$ cat src/rtl/vga_sync_receiver_pkg.sv
// vga_sync_receiver_pkg: shared 640x480@60 timing constants and receiver state encoding
// Contents:
//   VGA_* constants  - line/frame totals, sync start positions, visible sizes
//   VGA_LOCK_LINES   - good lines required before the frame check starts
//   rx_state_e       - lock qualification states of the receiver
package vga_sync_receiver_pkg;

    localparam int VGA_H_TOTAL      = 800;
    localparam int VGA_H_SYNC_START = 656;
    localparam int VGA_H_VISIBLE    = 640;
    localparam int VGA_V_TOTAL      = 525;
    localparam int VGA_V_SYNC_START = 490;
    localparam int VGA_V_VISIBLE    = 480;
    localparam int VGA_LOCK_LINES   = 4;

    typedef enum logic [1:0] {
        RX_HUNT      = 2'd0,
        RX_LINE_CHK  = 2'd1,
        RX_FRAME_CHK = 2'd2,
        RX_LOCKED    = 2'd3
    } rx_state_e;

endpackage

$ cat src/rtl/vga_edge_sampler.sv
// vga_edge_sampler: captures syncs and colour on the pixel strobe and flags sync falling edges
// Ports:
//   clk, rst           - system clock, synchronous active-high reset
//   pix_en_i           - one-cycle pixel strobe
//   hs_i, vs_i         - active-low syncs
//   r_i, g_i, b_i      - pixel colour
//   smp_o              - high for the one clk after a sample was taken
//   hs_fall_o          - HS went 1 -> 0 between the last two samples (qualified by smp_o)
//   vs_fall_o          - VS went 1 -> 0 between the last two samples (qualified by smp_o)
//   r_o, g_o, b_o      - colour of the latest sample
module vga_edge_sampler (
    input  logic       clk,
    input  logic       rst,
    input  logic       pix_en_i,
    input  logic       hs_i,
    input  logic       vs_i,
    input  logic [2:0] r_i,
    input  logic [2:0] g_i,
    input  logic [1:0] b_i,
    output logic       smp_o,
    output logic       hs_fall_o,
    output logic       vs_fall_o,
    output logic [2:0] r_o,
    output logic [2:0] g_o,
    output logic [1:0] b_o
);

    logic       smp_q;
    logic       hs_q;
    logic       hs_prev_q;
    logic       vs_q;
    logic       vs_prev_q;
    logic [2:0] r_q;
    logic [2:0] g_q;
    logic [1:0] b_q;

    // syncs reset to their idle (high) level so leaving reset never looks like a falling edge
    always_ff @(posedge clk) begin
        if (rst) begin
            smp_q     <= 1'b0;
            hs_q      <= 1'b1;
            hs_prev_q <= 1'b1;
            vs_q      <= 1'b1;
            vs_prev_q <= 1'b1;
            r_q       <= '0;
            g_q       <= '0;
            b_q       <= '0;
        end else begin
            smp_q <= pix_en_i;
            if (pix_en_i) begin
                hs_prev_q <= hs_q;
                hs_q      <= hs_i;
                vs_prev_q <= vs_q;
                vs_q      <= vs_i;
                r_q       <= r_i;
                g_q       <= g_i;
                b_q       <= b_i;
            end
        end
    end

    assign smp_o     = smp_q;
    assign hs_fall_o = smp_q & hs_prev_q & ~hs_q;
    assign vs_fall_o = smp_q & vs_prev_q & ~vs_q;
    assign r_o       = r_q;
    assign g_o       = g_q;
    assign b_o       = b_q;

endmodule

$ cat src/rtl/vga_sync_receiver.sv
// vga_sync_receiver: recovers VGA raster position from HS/VS and qualifies timing lock
// Ports:
//   clk, rst             - system clock, synchronous active-high reset
//   pix_en               - one-cycle pixel strobe (1-in-4 clk)
//   HS, VS               - active-low syncs
//   R, G, B              - incoming pixel colour
//   hcount, vcount       - recovered position of the preceding sample
//   active               - recovered position lies in the visible area
//   pix_valid            - one-clk pulse per visible pixel while locked
//   pix_r, pix_g, pix_b  - captured colour, zero outside the visible area
//   frame_start          - one-clk pulse when position 0,0 is loaded
//   locked               - line and frame timing qualified
//   line_len             - last measured HS-to-HS period in samples
module vga_sync_receiver
    import vga_sync_receiver_pkg::*;
#(
    parameter int H_TOTAL      = VGA_H_TOTAL,
    parameter int H_SYNC_START = VGA_H_SYNC_START,
    parameter int V_TOTAL      = VGA_V_TOTAL,
    parameter int V_SYNC_START = VGA_V_SYNC_START,
    parameter int H_VISIBLE    = VGA_H_VISIBLE,
    parameter int V_VISIBLE    = VGA_V_VISIBLE,
    parameter int LOCK_LINES   = VGA_LOCK_LINES
) (
    input  logic        clk,
    input  logic        rst,
    input  logic        pix_en,
    input  logic        HS,
    input  logic        VS,
    input  logic [2:0]  R,
    input  logic [2:0]  G,
    input  logic [1:0]  B,
    output logic [10:0] hcount,
    output logic [9:0]  vcount,
    output logic        active,
    output logic        pix_valid,
    output logic [2:0]  pix_r,
    output logic [2:0]  pix_g,
    output logic [1:0]  pix_b,
    output logic        frame_start,
    output logic        locked,
    output logic [10:0] line_len
);

    localparam logic [10:0] H_LAST = 11'(H_TOTAL - 1);
    localparam logic [10:0] H_TOT  = 11'(H_TOTAL);
    localparam logic [10:0] H_SYNC = 11'(H_SYNC_START);
    localparam logic [10:0] H_VIS  = 11'(H_VISIBLE);
    localparam logic [10:0] H_TMO  = 11'(2 * H_TOTAL);
    localparam logic [9:0]  V_LAST = 10'(V_TOTAL - 1);
    localparam logic [9:0]  V_TOT  = 10'(V_TOTAL);
    localparam logic [9:0]  V_SYNC = 10'(V_SYNC_START);
    localparam logic [9:0]  V_VIS  = 10'(V_VISIBLE);
    localparam logic [7:0]  LOCK_N = 8'(LOCK_LINES);

    logic       smp;
    logic       hs_fall;
    logic       vs_fall;
    logic [2:0] r_s;
    logic [2:0] g_s;
    logic [1:0] b_s;

    rx_state_e   state_q, state_d;
    logic [10:0] hcount_q, hcount_d;
    logic [9:0]  vcount_q, vcount_d;
    logic [10:0] period_q, period_d;
    logic [10:0] line_len_q, line_len_d;
    logic [9:0]  frame_cnt_q, frame_cnt_d;
    logic [7:0]  good_q, good_d;
    logic        armed_q, armed_d;
    logic        active_q, active_d;
    logic [2:0]  pix_r_q, pix_r_d;
    logic [2:0]  pix_g_q, pix_g_d;
    logic [1:0]  pix_b_q, pix_b_d;
    logic        frame_start_q, frame_start_d;
    logic        smp_d_q;
    logic        line_ok;
    logic        frame_ok;
    logic        timeout;

    vga_edge_sampler u_sampler (
        .clk       (clk),
        .rst       (rst),
        .pix_en_i  (pix_en),
        .hs_i      (HS),
        .vs_i      (VS),
        .r_i       (R),
        .g_i       (G),
        .b_i       (B),
        .smp_o     (smp),
        .hs_fall_o (hs_fall),
        .vs_fall_o (vs_fall),
        .r_o       (r_s),
        .g_o       (g_s),
        .b_o       (b_s)
    );

    // period_q counts samples since the last HS fall, so at the next fall it is the line length
    assign line_ok  = period_q == H_TOT;
    // frame_cnt_q counts HS falls since the previous VS fall, i.e. lines in the frame
    assign frame_ok = frame_cnt_q == V_TOT;
    // the period counter is about to reach (or sits saturated at) twice a line
    assign timeout  = smp & ~hs_fall & (period_q >= H_TMO - 11'd1);

    always_comb begin
        hcount_d      = hcount_q;
        vcount_d      = vcount_q;
        period_d      = period_q;
        line_len_d    = line_len_q;
        frame_cnt_d   = frame_cnt_q;
        active_d      = active_q;
        pix_r_d       = pix_r_q;
        pix_g_d       = pix_g_q;
        pix_b_d       = pix_b_q;
        frame_start_d = 1'b0;
        if (smp) begin
            hcount_d      = hs_fall ? H_SYNC : (hcount_q == H_LAST ? '0 : hcount_q + 11'd1);
            // a line wrap only counts when HS did not just re-anchor the horizontal count
            vcount_d      = vs_fall ? V_SYNC :
                            (!hs_fall && hcount_q == H_LAST) ? (vcount_q == V_LAST ? '0 : vcount_q + 10'd1) :
                            vcount_q;
            period_d      = hs_fall ? 11'd1 : (period_q == H_TMO ? period_q : period_q + 11'd1);
            line_len_d    = hs_fall ? period_q : line_len_q;
            frame_cnt_d   = vs_fall ? {9'd0, hs_fall} :
                            (hs_fall && frame_cnt_q != '1) ? frame_cnt_q + 10'd1 : frame_cnt_q;
            active_d      = hcount_d < H_VIS && vcount_d < V_VIS;
            pix_r_d       = active_d ? r_s : '0;
            pix_g_d       = active_d ? g_s : '0;
            pix_b_d       = active_d ? b_s : '0;
            frame_start_d = hcount_d == '0 && vcount_d == '0;
        end
    end

    always_comb begin
        state_d = state_q;
        good_d  = good_q;
        armed_d = armed_q;
        if (smp) begin
            case (state_q)
                RX_HUNT: begin
                    if (hs_fall) begin
                        state_d = RX_LINE_CHK;
                        good_d  = '0;
                    end
                end
                RX_LINE_CHK: begin
                    if (hs_fall) begin
                        good_d = line_ok ? good_q + 8'd1 : '0;
                        if (line_ok && good_q + 8'd1 == LOCK_N) begin
                            state_d = RX_FRAME_CHK;
                            armed_d = 1'b0;
                        end
                    end
                end
                RX_FRAME_CHK: begin
                    // the first VS fall only opens the measurement window
                    if (vs_fall) begin
                        armed_d = 1'b1;
                        state_d = !armed_q ? RX_FRAME_CHK : (frame_ok ? RX_LOCKED : RX_HUNT);
                    end
                end
                RX_LOCKED: begin
                    if ((hs_fall && !line_ok) || (vs_fall && !frame_ok)) state_d = RX_HUNT;
                end
                default: state_d = RX_HUNT;
            endcase
            if (timeout) state_d = RX_HUNT;
        end
    end

    always_ff @(posedge clk) begin
        if (rst) begin
            state_q       <= RX_HUNT;
            hcount_q      <= '0;
            vcount_q      <= '0;
            period_q      <= '0;
            line_len_q    <= '0;
            frame_cnt_q   <= '0;
            good_q        <= '0;
            armed_q       <= 1'b0;
            active_q      <= 1'b0;
            pix_r_q       <= '0;
            pix_g_q       <= '0;
            pix_b_q       <= '0;
            frame_start_q <= 1'b0;
            smp_d_q       <= 1'b0;
        end else begin
            state_q       <= state_d;
            hcount_q      <= hcount_d;
            vcount_q      <= vcount_d;
            period_q      <= period_d;
            line_len_q    <= line_len_d;
            frame_cnt_q   <= frame_cnt_d;
            good_q        <= good_d;
            armed_q       <= armed_d;
            active_q      <= active_d;
            pix_r_q       <= pix_r_d;
            pix_g_q       <= pix_g_d;
            pix_b_q       <= pix_b_d;
            frame_start_q <= frame_start_d;
            smp_d_q       <= smp;
        end
    end

    assign hcount      = hcount_q;
    assign vcount      = vcount_q;
    assign active      = active_q;
    assign locked      = state_q == RX_LOCKED;
    // smp_d_q marks the clk in which the freshly updated position is presented
    assign pix_valid   = locked & active_q & smp_d_q;
    assign pix_r       = pix_r_q;
    assign pix_g       = pix_g_q;
    assign pix_b       = pix_b_q;
    assign frame_start = frame_start_q;
    assign line_len    = line_len_q;

endmodule

$ cat config.mk
export PLATFORM = sky130hd
export DESIGN_NAME = vga_sync_receiver
export DESIGN_NICKNAME = d
export VERILOG_FILES = /design/src/rtl/vga_sync_receiver_pkg.sv /design/src/rtl/vga_edge_sampler.sv /design/src/rtl/vga_sync_receiver.sv
export SDC_FILE = /design/constraint.sdc
export NUM_CORES = 1
export LEC_CHECK = 0
export CAP_MARGIN = 20
export CORE_UTILIZATION = 40
export CTS_BUF_LIST = sky130_fd_sc_hd__clkbuf_16
export DETAILED_ROUTE_END_ITERATION = 12
export GPL_TIMING_DRIVEN = 0
export HOLD_SLACK_MARGIN = 0.12
export MAX_ROUTING_LAYER = met4
export SLEW_MARGIN = 20
export SYNTH_ARGS = -nofsm -noshare
export SYNTH_HDL_FRONTEND = slang
export SYNTH_SLANG_ARGS = --single-unit
export TNS_END_PERCENT = 30
$ cat constraint.sdc
create_clock -name clk -period 2.6 [get_ports clk]
set_input_delay 0.52 -clock clk [delete_from_list [all_inputs] [get_ports clk]]
set_output_delay 0.52 -clock clk [all_outputs]
set_load 0.02 [all_outputs]
* After elaboration in Yosys (flattened, before gate mapping)
Index checks and enable logic that the tools add are counted.
** Cells by class
- Add/sub/neg operators :: 5
- Multipliers :: 0
- Div/mod/pow operators :: 0
- Order comparisons :: 3
- Eq/ne operators :: 20
- Shift operators :: 0
- Mux-type cells :: 29
- Bitwise logic cells :: 12
- Reductions and logical operators :: 24
** Operators with widths (number)
- $mux 10 :: 5
- $mux 11 :: 4
- $mux 8 :: 3
- $add 11x1->11 const B :: 2
- $eq 11x10->1 const B :: 2
- $add 10x1->10 const B :: 2
- $eq 10x10->1 const B :: 2
- $mux 2 :: 9
- $pmux 8 s2 :: 1
- $ne 3x3->1 const B :: 4
- $eq 11x11->1 const B :: 1
- $ge 11x11->1 const B :: 1
- $logic_not 11->1 :: 1
- $lt 11x10->1 const B :: 1
- $logic_not 10->1 :: 1
- $lt 10x9->1 const B :: 1
- $ne 10x10->1 const B :: 1
- $ne 2x2->1 const B :: 5
- $add 8x1->8 const B :: 1
- $and 1x1->1 :: 8
- $eq 8x3->1 const B :: 1
- $pmux 2 s4 :: 1
- $logic_and 1x1->1 :: 7
- $mux 3 :: 2
- other kinds (15) :: 27
** Word-level totals
- Flip-flop bits (word level) :: 88
- Bits in latches :: 0
- Bits in writable memories :: 0
- Bits in read-only memories :: 0
- Input port bits :: 13
- Output and inout bits :: 44
- Word-level logic and storage cells :: 115
- Memories :: 0

* Longest topological paths before layout
- Word-level depth :: 9
- Mapped depth :: 9

* By module
From an unflattened synthesis, not the netlist that was laid out.
** Second synthesis, totals
- Cells, all modules :: 553
- Area total of the unflattened synthesis :: 4476.8 sq um
** By module, submodules not included
- vga_sync_receiver :: times used 1, cells each 510, area an instance 3986.3 sq um, sequential area each 1501.4 sq um
- vga_edge_sampler :: times used 1, cells each 43, area an instance 490.5 sq um, sequential area each 260.2 sq um

* Worst setup path before layout
No wires, ideal clock.
- Path type :: register -> register
- Start :: register hcount_q[1] (netlist: hcount[1])
- End :: register frame_start_q (netlist: frame_start)
- Library setup time :: 88 ps
- Arrival :: 2829 ps
- Setup slack :: -317 ps
- Stages on the path, launching flop included :: 9
- Clock period less this slack :: 2917 ps
- Cells stage by stage :: dfxtp_1 -> ha_1 -> nand4_1 -> or4_1 -> buf_2 -> or4_4 -> a21oi_2 -> nand3_1 -> nor4_2
** On the way
- Cells in the longest elaborated chain, start to end :: 6
- Elaborated cells between the ends (all ways) :: 10
** RTL lines
- start, declared :: RTL line vga_sync_receiver.sv:64 : logic [10:0] hcount_q, hcount_d;
- start signal, assigned :: RTL line vga_sync_receiver.sv:189 : hcount_q <= hcount_d;
- branches (longest 5 deep; another with $add 11x1->11)
- $logic_and 1x1->1 (*) :: RTL line vga_sync_receiver.sv:130 : frame_start_d = hcount_d == '0 && vcount_d == '0;
- end signal, assigned :: RTL line vga_sync_receiver.sv:200 : frame_start_q <= frame_start_d;
- end, declared :: RTL line vga_sync_receiver.sv:75 : logic frame_start_q, frame_start_d;
Mark *: on every way between the ends.
A chain may end at the register's enable or synchronous reset.

* Worst setup path in the final report
- Start :: register hcount_q[6] (netlist: hcount[6])
- End :: register pix_g_q[2] (netlist: pix_g[2])
** On the way
- Cells in the longest elaborated chain, start to end :: 7
- Elaborated cells between the ends (all ways) :: 11
** RTL lines
- branches (longest 5 deep; another with $add 11x1->11)
- $logic_and 1x1->1 (*) :: RTL line vga_sync_receiver.sv:126 : active_d = hcount_d < H_VIS && vcount_d < V_VIS;
- $mux 3 (*) :: RTL line vga_sync_receiver.sv:128 : pix_g_d = active_d ? g_s : '0;
- end signal, assigned :: RTL line vga_sync_receiver.sv:198 : pix_g_q <= pix_g_d;
- end, declared :: RTL line vga_sync_receiver.sv:73 : logic [2:0] pix_g_q, pix_g_d;
Marked as above.

==> impl_results.md <==
- Outcome: finished, violations left
- Failing checks: setup timing
- Die Height: 108 um
- Worst slack at placement: -0.532 ns
- GRT Total Usage: 21.6%
- Initial core utilization: 41.2%
- Chip width: 108 um
- Residual DRC: 0
- DR iter-0 viols: 232
- Min-Delay Path Depth: 2
- Post-synthesis sequential area ratio: 39.5%
- Dpl hpwl: 8.13 mm
- WP data arrival: 3.07 ns
- Root Buffer: clkbuf_16
- Vias after detailed routing: 4303
- First-pass GRT wire length: 18.9 mm
- Count of state elements after synthesis: 88
- RR Endpoint: pix_g[2]
- EDFF count, synth: 0
- H-tree depth: 3
- Wire per inst: 15.1 um
- Area growth, synth to finish: 27.2%
- Worst R2R Path Depth: 8
- N_diodes: 0
- Maximum buffer depth of the clock tree: 2
- Min setup slack post-route: -0.206 ns
- RePlAce Congestion: 0.878
- Mapped Avg Cell Area: 8.02 um2
- HP Start: line_len[10]
- Average vias per placed instance: 5.57
- Footprint of the multi-input gates: 2630 um2
- Die Area: 11600 um2
- Ys Warns: 0
- Fin nets: 648
- Register area: 1770 um2
- Layout Utilization: 52.4%
- Maxcap violations: 0
- CTS tree: done
- Post-Route WL: 11.7 mm
- PortBufs: 54
- Layout cell share with drive strength beyond 1: 9.97%
- Core outline area: 10800 um2
- Clk_lat worst skew: 0.35 ns
- DP Cell Count: 750
- Placement Rows: 38
- Post-route ant nets: 0
- WS Path Type: reg2reg
- Setup violators final: 11
- Hold Crit Class: reg2reg
- Pleak: 0.00191 uW
- Slew @ Worst Pin: 0.719 ns
- RSZ-0062 raised after global routing: true
- Syn_nets: 577
- Synthesized instance count: 556
- CP startpoint kind: flop
- Async S/R FF share, synth: 0%
- Post-synth top flop: dfxtp_1
- Final Cycle Share: 108%
- PD cells: 498 nW/um2
- Vias in the first global route: 3836
- Netlist Area Pre-Place: 4460 um2
- Slew HR: 51.9%
- IO Pins: 57
- Fmax: 356 MHz
- Worst Skew: 0.00439 ns
- Worst Hold End: line_len[10]
- CTS buffer count: 9
- Final Non-Filler Cells: 772
- Clock slew at reported path FFs: 0.06 ns
- Peak supply drop: 0.000280 V
- Clock Sink Count: 88
- CP Data Required Time: 2.87 ns
- Crit Reg-Reg Startpoint: hcount[6]
- Total global routing overflow: 0
- Crit path time final: 2.81 ns
- Detailed Routing Iterations Pass 1: 5
- Final hold violation count: 0
- Reg-to-reg slack, setup: -0.21 ns
- CP endpoint kind: flop
- Layout fillers: 1056
- Max Slew Vio Count: 0
- Unique cell type count in the Yosys netlist: 60
- Worst Path Max Fanout: 9
- Antenna violations before repair: 0
- Largest net degree at the start of global routing: 15
-- metal layers --
layer	vias up	track usage, %	wire length, um
met5	-	-	0
li1	2137	-	-
met1	2057	28.0	5370
met2	88	33.2	5530
met4	0	8.90	251
met3	21	3.81	527
-- timing repair --
item                                    in CTS  in global routing
resized for setup                           12                 22
setup buffers                                5                  4
pin swaps                                    3                  6
hold buffers                                 0                  0
endpoints found under the setup margin      19                 22
-- report_power, final --
| part | total, uW | internal (uW) | leakage, uW | switching (uW) |
|---|---|---|---|---|
| sequential | 1410 | 1380 | 0.000716 | 28.1 |
| combinational | 238 | 97.3 | 0.00106 | 140 |
| clock | 1180 | 638 | 0.000136 | 546 |
| total | 2830 | 2110 | 0.00191 | 715 |
-- state kept, by name, indices dropped and copies added (netlist names), 2 cells and up --
name           count
line_len          11
u_sampler.r_o      3
pix_b              2
pix_r              3
state_q            2
vcount            10
u_sampler.b_o      2
pix_g              3
period_q          11
u_sampler.g_o      3
frame_cnt_q       10
good_q             8
hcount            11
-- synthesized netlist by cell type (3+ instances only) --
library cell  instances  share of area, %
clkbuf_1             28               2.4
and2_1                4              0.56
and3_1               10               1.4
nand2_1              64               5.4
nand4_1              12               1.7
nor2b_1               7              0.98
nand2b_1              7              0.98
nand3b_1              5              0.84
xor2_1               10               2.0
buf_1                 4              0.34
nor4_1                4              0.56
a21o_1                3              0.50
a22oi_1               4              0.67
or4b_2                3              0.67
xnor2_1              12               2.4
o31ai_1              11               1.9
dfxtp_1              88                39
nand4b_1              5              0.98
a21oi_1              51               5.7
nand3_1              15               1.7
nor2_1               53               4.5
ha_1                  8               2.2
inv_1                22               1.9
nor3_1               14               1.6
and4_1                7               1.4
a211oi_1             12               2.0
a211o_1               4              0.79
o21ai_0              30               3.4
or4_1                 4              0.67
mux2i_1               8               1.8
a31oi_1               4              0.56
or3_1                 6              0.84
-- final cells by class --
| class | instances | area share, % |
|---|---|---|
| Clock inverter | 7 | 0.705 |
| Tap cell | 140 | 3.09 |
| Sequential cell | 88 | 31.1 |
| Buffer | 35 | 2.73 |
| Multi-Input combinational cell | 410 | 46.3 |
| Inverter | 22 | 1.46 |
| Timing Repair Buffer | 61 | 10.7 |
| Clock buffer | 9 | 3.97 |
-- per-stage QoR --
step | instance area (um2) | setup TNS [ns] | hold slack (ns) | power (uW)
3_5_place_dp | 5220 | -5.62 | 0.445 | 1660
4_1_cts | 5560 | -2.51 | 0.455 | 2860
3_3_place_gp | 5220 | -5.50 | 0.442 | 1660
6_report | 5680 | -1.88 | 0.454 | 2830
2_1_floorplan | 4500 | -0.660 | 0.440 | 1570
5_1_grt | 5680 | -2.55 | 0.488 | 2940
-- cells in the final DEF, fill, tap and decap left out, drive strengths merged, types with 14 or more instances in the layout --
master,netlist,layout
clkdlybuf4s50,0,54
a21oi,52,52
nand3,15,15
inv,22,23
nor3,14,14
clkbuf,29,36
o21ai,30,30
nand2,64,64
nor2,53,53
dfxtp,88,88
buf,7,15
-- how the worst max path moves through the flow --
| stage | start | endpoint | cells past startpoint |
|---|---|---|---|
| 2_1_floorplan | hcount[5] | pix_b[0] | 8 |
| 3_3_place_gp | hcount[0] | pix_g[1] | 8 |
| 3_5_place_dp | hcount[0] | pix_g[2] | 8 |
| 4_1_cts | hcount[6] | frame_start | 9 |
| 5_1_grt | hcount[6] | pix_g[2] | 8 |
| 6_report | hcount[6] | pix_g[2] | 8 |
-- cell families after synthesis --
logic type	count (synthesis)	synth area share, %
simple gates	233	27.8
fa+ha+maj	8	2.24
flops	88	39.5
buf+inv	58	5.13
compound gates	139	19.3
mux	8	1.79
xor+xnor	22	4.32
-- worst max-delay path, cell delays in order (launching register included) --
cell and delay (ns):
dfxtp_2 0.33, buf_8 0.13, or4b_4 0.56, or4_4 0.57, or4_4 0.52, a21oi_4 0.18, nor4_4 0.07, buf_12 0.16
o31ai_2 0.21
Note: power is estimated with default switching activity, not from simulation.
